### src/rtl/seq_alu.sv
// Sequential ALU: single-cycle logic/arith/shift ops, iterative signed
// multiply and restoring divide (one bit per cycle), sign fix-up in FIX.
module seq_alu #(
  parameter int WIDTH = 32,
  parameter int SHW   = $clog2(WIDTH)
) (
  input  logic             clock,
  input  logic             clear,
  input  logic             start,
  input  logic [3:0]       op,
  input  logic [WIDTH-1:0] a,
  input  logic [WIDTH-1:0] b,
  output logic             busy,
  output logic             done,
  output logic [WIDTH-1:0] result_lo,
  output logic [WIDTH-1:0] result_hi,
  output logic             div_zero,
  output logic             illegal_op
);

  localparam logic [3:0] OP_AND = 4'd0,  OP_OR   = 4'd1,  OP_ADD = 4'd2,
                         OP_SUB = 4'd3,  OP_NEG  = 4'd4,  OP_NOT = 4'd5,
                         OP_SHR = 4'd6,  OP_SHRA = 4'd7,  OP_SHL = 4'd8,
                         OP_ROR = 4'd9,  OP_ROL  = 4'd10, OP_MUL = 4'd11,
                         OP_DIV = 4'd12;
  localparam logic [SHW-1:0] LAST = SHW'(WIDTH - 1);

  typedef enum logic [1:0] {IDLE, CALC, FIX, DONE} state_t;

  state_t state, state_nx;

  // operation context latched on the accepting edge
  logic             is_mul;   // 1: MUL, 0: DIV (only meaningful in CALC/FIX)
  logic             sa, sb;   // operand signs
  logic             b_zero;
  logic [WIDTH-1:0] a_l;
  logic [WIDTH-1:0] md;       // MUL: |a| multiplicand; DIV: |b| divisor
  logic [WIDTH-1:0] hi_r;     // MUL: partial product high; DIV: remainder
  logic [WIDTH-1:0] lo_r;     // MUL: multiplier / product low; DIV: quotient
  logic [SHW-1:0]   cnt;

  logic [WIDTH-1:0] abs_a, abs_b;
  logic [WIDTH-1:0] single_lo;
  logic [2*WIDTH-1:0] dbl;
  logic [SHW-1:0]   sh;
  logic             is_iter, is_illegal;

  logic [WIDTH:0]   mul_sum;
  logic [WIDTH-1:0] mul_hi_n, mul_lo_n;
  logic [WIDTH-1:0] rem_sh;
  logic [WIDTH:0]   diff;
  logic [WIDTH-1:0] div_r_n, div_q_n;
  logic [2*WIDTH-1:0] prod_fix;
  logic [WIDTH-1:0] quo_fix, rem_fix;

  assign busy = (state != IDLE);
  assign done = (state == DONE);

  assign abs_a      = a[WIDTH-1] ? -a : a;
  assign abs_b      = b[WIDTH-1] ? -b : b;
  assign is_iter    = (op == OP_MUL) || (op == OP_DIV);
  assign is_illegal = (op > OP_DIV);

  // single-cycle datapath straight from the ports
  always_comb begin
    single_lo = '0;
    sh        = b[SHW-1:0];
    dbl       = {a, a};
    case (op)
      OP_AND:  single_lo = a & b;
      OP_OR:   single_lo = a | b;
      OP_ADD:  single_lo = a + b;
      OP_SUB:  single_lo = a - b;
      OP_NEG:  single_lo = -b;
      OP_NOT:  single_lo = ~b;
      OP_SHR:  single_lo = a >> sh;
      OP_SHRA: single_lo = $unsigned($signed(a) >>> sh);
      OP_SHL:  single_lo = a << sh;
      OP_ROR:  single_lo = WIDTH'(dbl >> sh);
      OP_ROL:  single_lo = WIDTH'((dbl << sh) >> WIDTH);
      default: single_lo = '0;
    endcase
  end

  // one iteration of shift-add multiply and restoring divide on magnitudes
  always_comb begin
    mul_sum  = lo_r[0] ? ({1'b0, hi_r} + {1'b0, md}) : {1'b0, hi_r};
    mul_hi_n = mul_sum[WIDTH:1];
    mul_lo_n = {mul_sum[0], lo_r[WIDTH-1:1]};
    // remainder stays below |b| <= 2^(WIDTH-1), so its top bit is free
    rem_sh   = {hi_r[WIDTH-2:0], lo_r[WIDTH-1]};
    diff     = {1'b0, rem_sh} - {1'b0, md};
    if (!diff[WIDTH]) begin
      div_r_n = diff[WIDTH-1:0];
      div_q_n = {lo_r[WIDTH-2:0], 1'b1};
    end else begin
      div_r_n = rem_sh;
      div_q_n = {lo_r[WIDTH-2:0], 1'b0};
    end
  end

  // sign restoration applied in FIX
  always_comb begin
    prod_fix = (sa ^ sb) ? -{hi_r, lo_r} : {hi_r, lo_r};
    quo_fix  = (sa ^ sb) ? -lo_r : lo_r;
    rem_fix  = sa ? -hi_r : hi_r;
  end

  // state register
  always_ff @(posedge clock or posedge clear) begin
    if (clear) state <= IDLE;
    else       state <= state_nx;
  end

  // next-state logic
  always_comb begin
    state_nx = state;
    case (state)
      IDLE: if (start) state_nx = is_iter ? CALC : DONE;
      CALC: if (cnt == LAST) state_nx = FIX;
      FIX:  state_nx = DONE;
      DONE: state_nx = IDLE;
      default: state_nx = IDLE;
    endcase
  end

  // datapath and result registers
  always_ff @(posedge clock or posedge clear) begin
    if (clear) begin
      is_mul     <= 1'b0;
      sa         <= 1'b0;
      sb         <= 1'b0;
      b_zero     <= 1'b0;
      a_l        <= '0;
      md         <= '0;
      hi_r       <= '0;
      lo_r       <= '0;
      cnt        <= '0;
      result_lo  <= '0;
      result_hi  <= '0;
      div_zero   <= 1'b0;
      illegal_op <= 1'b0;
    end else begin
      case (state)
        IDLE: if (start) begin
          if (is_iter) begin
            is_mul <= (op == OP_MUL);
            sa     <= a[WIDTH-1];
            sb     <= b[WIDTH-1];
            b_zero <= (b == '0);
            a_l    <= a;
            hi_r   <= '0;
            cnt    <= '0;
            md     <= (op == OP_MUL) ? abs_a : abs_b;
            lo_r   <= (op == OP_MUL) ? abs_b : abs_a;
          end else begin
            result_lo  <= single_lo;
            result_hi  <= '0;
            div_zero   <= 1'b0;
            illegal_op <= is_illegal;
          end
        end
        CALC: begin
          cnt  <= cnt + 1'b1;
          hi_r <= is_mul ? mul_hi_n : div_r_n;
          lo_r <= is_mul ? mul_lo_n : div_q_n;
        end
        FIX: begin
          illegal_op <= 1'b0;
          if (is_mul) begin
            result_lo <= prod_fix[WIDTH-1:0];
            result_hi <= prod_fix[2*WIDTH-1:WIDTH];
            div_zero  <= 1'b0;
          end else if (b_zero) begin
            result_lo <= '1;
            result_hi <= a_l;
            div_zero  <= 1'b1;
          end else begin
            result_lo <= quo_fix;
            result_hi <= rem_fix;
            div_zero  <= 1'b0;
          end
        end
        default: ;
      endcase
    end
  end

endmodule

### config.mk
export PLATFORM = sky130hd
export DESIGN_NAME = seq_alu
export DESIGN_NICKNAME = d
export VERILOG_FILES = /design/src/rtl/seq_alu.sv
export SDC_FILE = /design/constraint.sdc
export NUM_CORES = 2
export LEC_CHECK = 0
export ABC_AREA = 1
export BUFFER_PORTS_ARGS = -buffer_cell sky130_fd_sc_hd__buf_2
export CAP_MARGIN = 20
export CORE_AREA = 5 5 288 290
export DETAILED_ROUTE_END_ITERATION = 16
export DIE_AREA = 0 0 293 295
export PLACE_DENSITY = 0.54
export SLEW_MARGIN = 20
export SYNTH_ARGS = -nofsm -noshare
export SYNTH_HDL_FRONTEND = slang
export SYNTH_SLANG_ARGS = --single-unit
### constraint.sdc
create_clock -name clock -period 7.75 [get_ports clock]
set_clock_uncertainty 0.2 [all_clocks]
set_input_delay 1.55 -clock clock [delete_from_list [all_inputs] [get_ports clock]]
set_output_delay 1.55 -clock clock [all_outputs]
set_load 0.05 [all_outputs]
==> metrics <==
status=complete, no violations; Die Wd=293 um; Global Route met2 Usage=55.2%; register bit count reported by yosys=approximately 200; Routed WL per cell=27.2 um; library cells used by synthesis=59; CP arrival=6.24 ns; number of I/O port buffers=~140; Area growth syn-to-layout=8.60%; hold crit path type=reg2reg; first-pass GRT wire length=232000 um; R2R Setup Slk=approximately 3.7 ns; clock sinks=~200; depth of the most critical reg-to-reg path=11; Routed WL=~160000 um; Fin Setup TNS=0 ns; routability cong.=1.09; Die H=just under 300 um; post-place setup slack=1.30 ns; Setup CP Type=in2reg; fin util=37.7%; fmax=about 170 MHz; Inserted Clock Buffers=27; reg2reg start=state[0]; routed vias=between 30k and 40k; GR Layer Usage met1=approximately 47%; initial detailed-routing violation count=4375; post-synthesis async set-or-reset flop share=100%; CTS Hold Bufs=0; Tmin final=5.97 ns; critical path endpoint=result_lo[18]; final count of negative-setup-slack endpoints=0; post-CTS setup buffer count=0; Root Driver=clkbuf_16; Max-Slew Margin vs Limit=around 29%; CTS H-tree lvls=1; Mapped Nets=5125; final-stage net count=5103; unrepaired setup endpoints after global routing=false; ys flop type=dfrtp_1; Post-Syn Area=between 0.02 and 0.03 mm^2; Syn Inst Count=4942; routing usage on met3=5.11%; cell accounting for the most synthesized area=nand2_1; total core area=0.0800 mm^2; DRT Pass-1 Iters=6; Peak VDD IR=211 uV; Skew-Pair Late Insertion Delay=0.60 ns; Critical Path Start=b[2]; Initial Util=a little over a third; Pwr Density=roughly 370 mW/mm^2; max-slew violation count=0; maximum number of pins on one net before global-route repair=99; CTS resizes=0; largest cells by area after synthesis=nand2_1, dfrtp_1, nand3_1, a21oi_1, nor2_1; Layout Cells excl Fill=approximately 6k; CTS tree=yes; layout cells sized above 1=6.38%; crit end category=flop; synth warn=0; most used cell, CP=nand2_1; std cell rows=104; Post-DP HPWL=128000 um; CP cell instances=buf_2 -> nor2_1 -> nand2_1 -> nor2_1 -> nand2_1 -> o21ai_0 -> nand2_1 -> nand2_1 -> o21ai_0 -> ha_1 -> nand2_1 -> nor2_1 -> inv_1 -> nor2_1 -> nand4_1 -> nand3_1 -> nand2_1 -> nand3_1 -> nand3_1 -> o21ai_0 -> a21oi_1; vias in the first global route=~33k; Die ar.=0.0864 mm^2; initial antenna violation count=7; commonest non-fill, non-tap cell in the layout=nand2_1; Setup crit start kind=input pin; worst-path fanout max=7; total gr overflow=0; share of the synthesized area in the top cell type=between 20% and 30%; Max-cap violations=0; dpl cells=5951; gr busiest metal=met2; final hold viol count=0; Tightest Pin Transition=between 1 and 1.5 ns; Req. time, crit path=roughly 8 ns; maximum clock insertion buffer count=3; Vias/cell=between 5 and 6; EDFF count, synth=0; worst reg2reg path endpoint=result_lo[9]; Clk pin slew, worst setup/hold paths=about 0.06 ns; total track usage=36.0%; Final period util=between 70% and 80%; syn_area_per_cell=about 5.6 um^2; ANT nets after route=0; setup slack after layout=between 1.5 and 2 ns; commonest non-fill, non-tap cells in the layout=nand2_1, nand3_1, nor2_1; leakage=about 15 nW; Seq/Total Area, Yosys=a little under a fifth; CP max stage cell=nor2_1; I/O Pins=139; detailed-route DRC error count=0; slowest stage delay, CP=0.52 ns
[Yosys cell counts (6+ instances only)]
master	n
nand4_1	91
a21boi_0	6
o22ai_1	15
nor2_2	9
o31ai_1	6
o21a_1	12
o21ai_1	36
o21bai_1	17
a21oi_1	383
nor2_1	490
dfrtp_1	204
buf_2	56
a21o_1	11
o221ai_1	21
nand3_1	617
inv_2	19
nand2_2	6
buf_4	9
clkbuf_1	130
xnor2_1	23
o2111ai_1	7
a22oi_1	27
buf_1	42
nand3b_1	17
inv_1	425
o211ai_1	57
nor3_1	64
nand2_1	1491
xor2_1	76
or2_2	9
nor4_1	6
a31oi_1	30
o21ai_0	362
ha_1	109
[report_power, final]
group          leakage [nW]  total (mW)  switching [mW]  internal (mW)
clock network         0.489        1.41           0.562          0.844
registers              2.55        2.14           0.638           1.51
logic                  11.9        7.47            5.43           2.04
[kinds of logic (layout without fill, tap and decap cells)]
| kind of cell | after synthesis | in the layout | share of synthesized area (%) |
|---|---|---|---|
| flip-flops | 204 | 204 | 18.4 |
| XOR/XNOR | 99 | 99 | 3.12 |
| AO/OA/AOI/OAI | 1011 | 1011 | 20.4 |
| buffers and inverters | 692 | 690 | 9.87 |
| AND/OR/NAND/NOR | 2824 | 2824 | 43.1 |
| other | 0 | 4 | 0 |
| adder cells (fa/ha/maj) | 112 | 112 | 5.13 |
[sequential cells by signal, summed over array words and instances, names as in the netlist]
name	flops
a_l	31
b_zero	1
cnt	5
div_zero	1
hi_r	32
illegal_op	1
is_mul	1
lo_r	32
md	32
result_hi	32
result_lo	32
sa	1
sb	1
state	2
[cell type report]
class                   count  area [um^2]
clock inverters            10          148
multi-input cells        4046        19900
fillers                  9192        49900
well taps                1060         1330
flip-flops and latches    204         5110
diodes                      4         10.0
inverters                 449         1690
clock buffers              39          831
repair buffers            192         1100
[through the flow]
| step | hold slack [ns] | area [um^2] | power, mW |
|---|---|---|---|
| CTS | 0.279 | 30100 | 10.8 |
| finish | 0.272 | 30200 | 11.0 |
| detailed placement | 0.262 | 29200 | 9.39 |
| global placement | 0.260 | 29200 | 9.39 |
| global route | 0.294 | 30100 | 11.7 |
| floorplan | 0.242 | 27800 | 6.88 |
[how the worst min path moves through the flow]
stage	cells after the start	startpoint	end
5_1_grt	2	result_hi[12]	result_hi[12]
3_5_place_dp	2	result_hi[10]	result_hi[10]
4_1_cts	2	result_hi[12]	result_hi[12]
6_report	2	result_hi[3]	result_hi[3]
3_3_place_gp	2	result_hi[31]	result_hi[31]
2_1_floorplan	2	a_l[8]	a_l[8]
[per-layer routing]
layer	part of all wire, %	vias up
li1	-	16500
met1	39	16800
met2	42	2143
met3	9.0	481
met4	9.2	0
met5	0	-
[worst max-delay path: cells and delay by family]
kind / cells / cell delay [ns]
AOI/OAI and AO/OA: 4 / 0.80
adders and majority gates: 1 / 0.48
buffers and inverters: 2 / 0.24
and+or+nand+nor: 14 / 3.13
(Power assumes the default switching activity.)
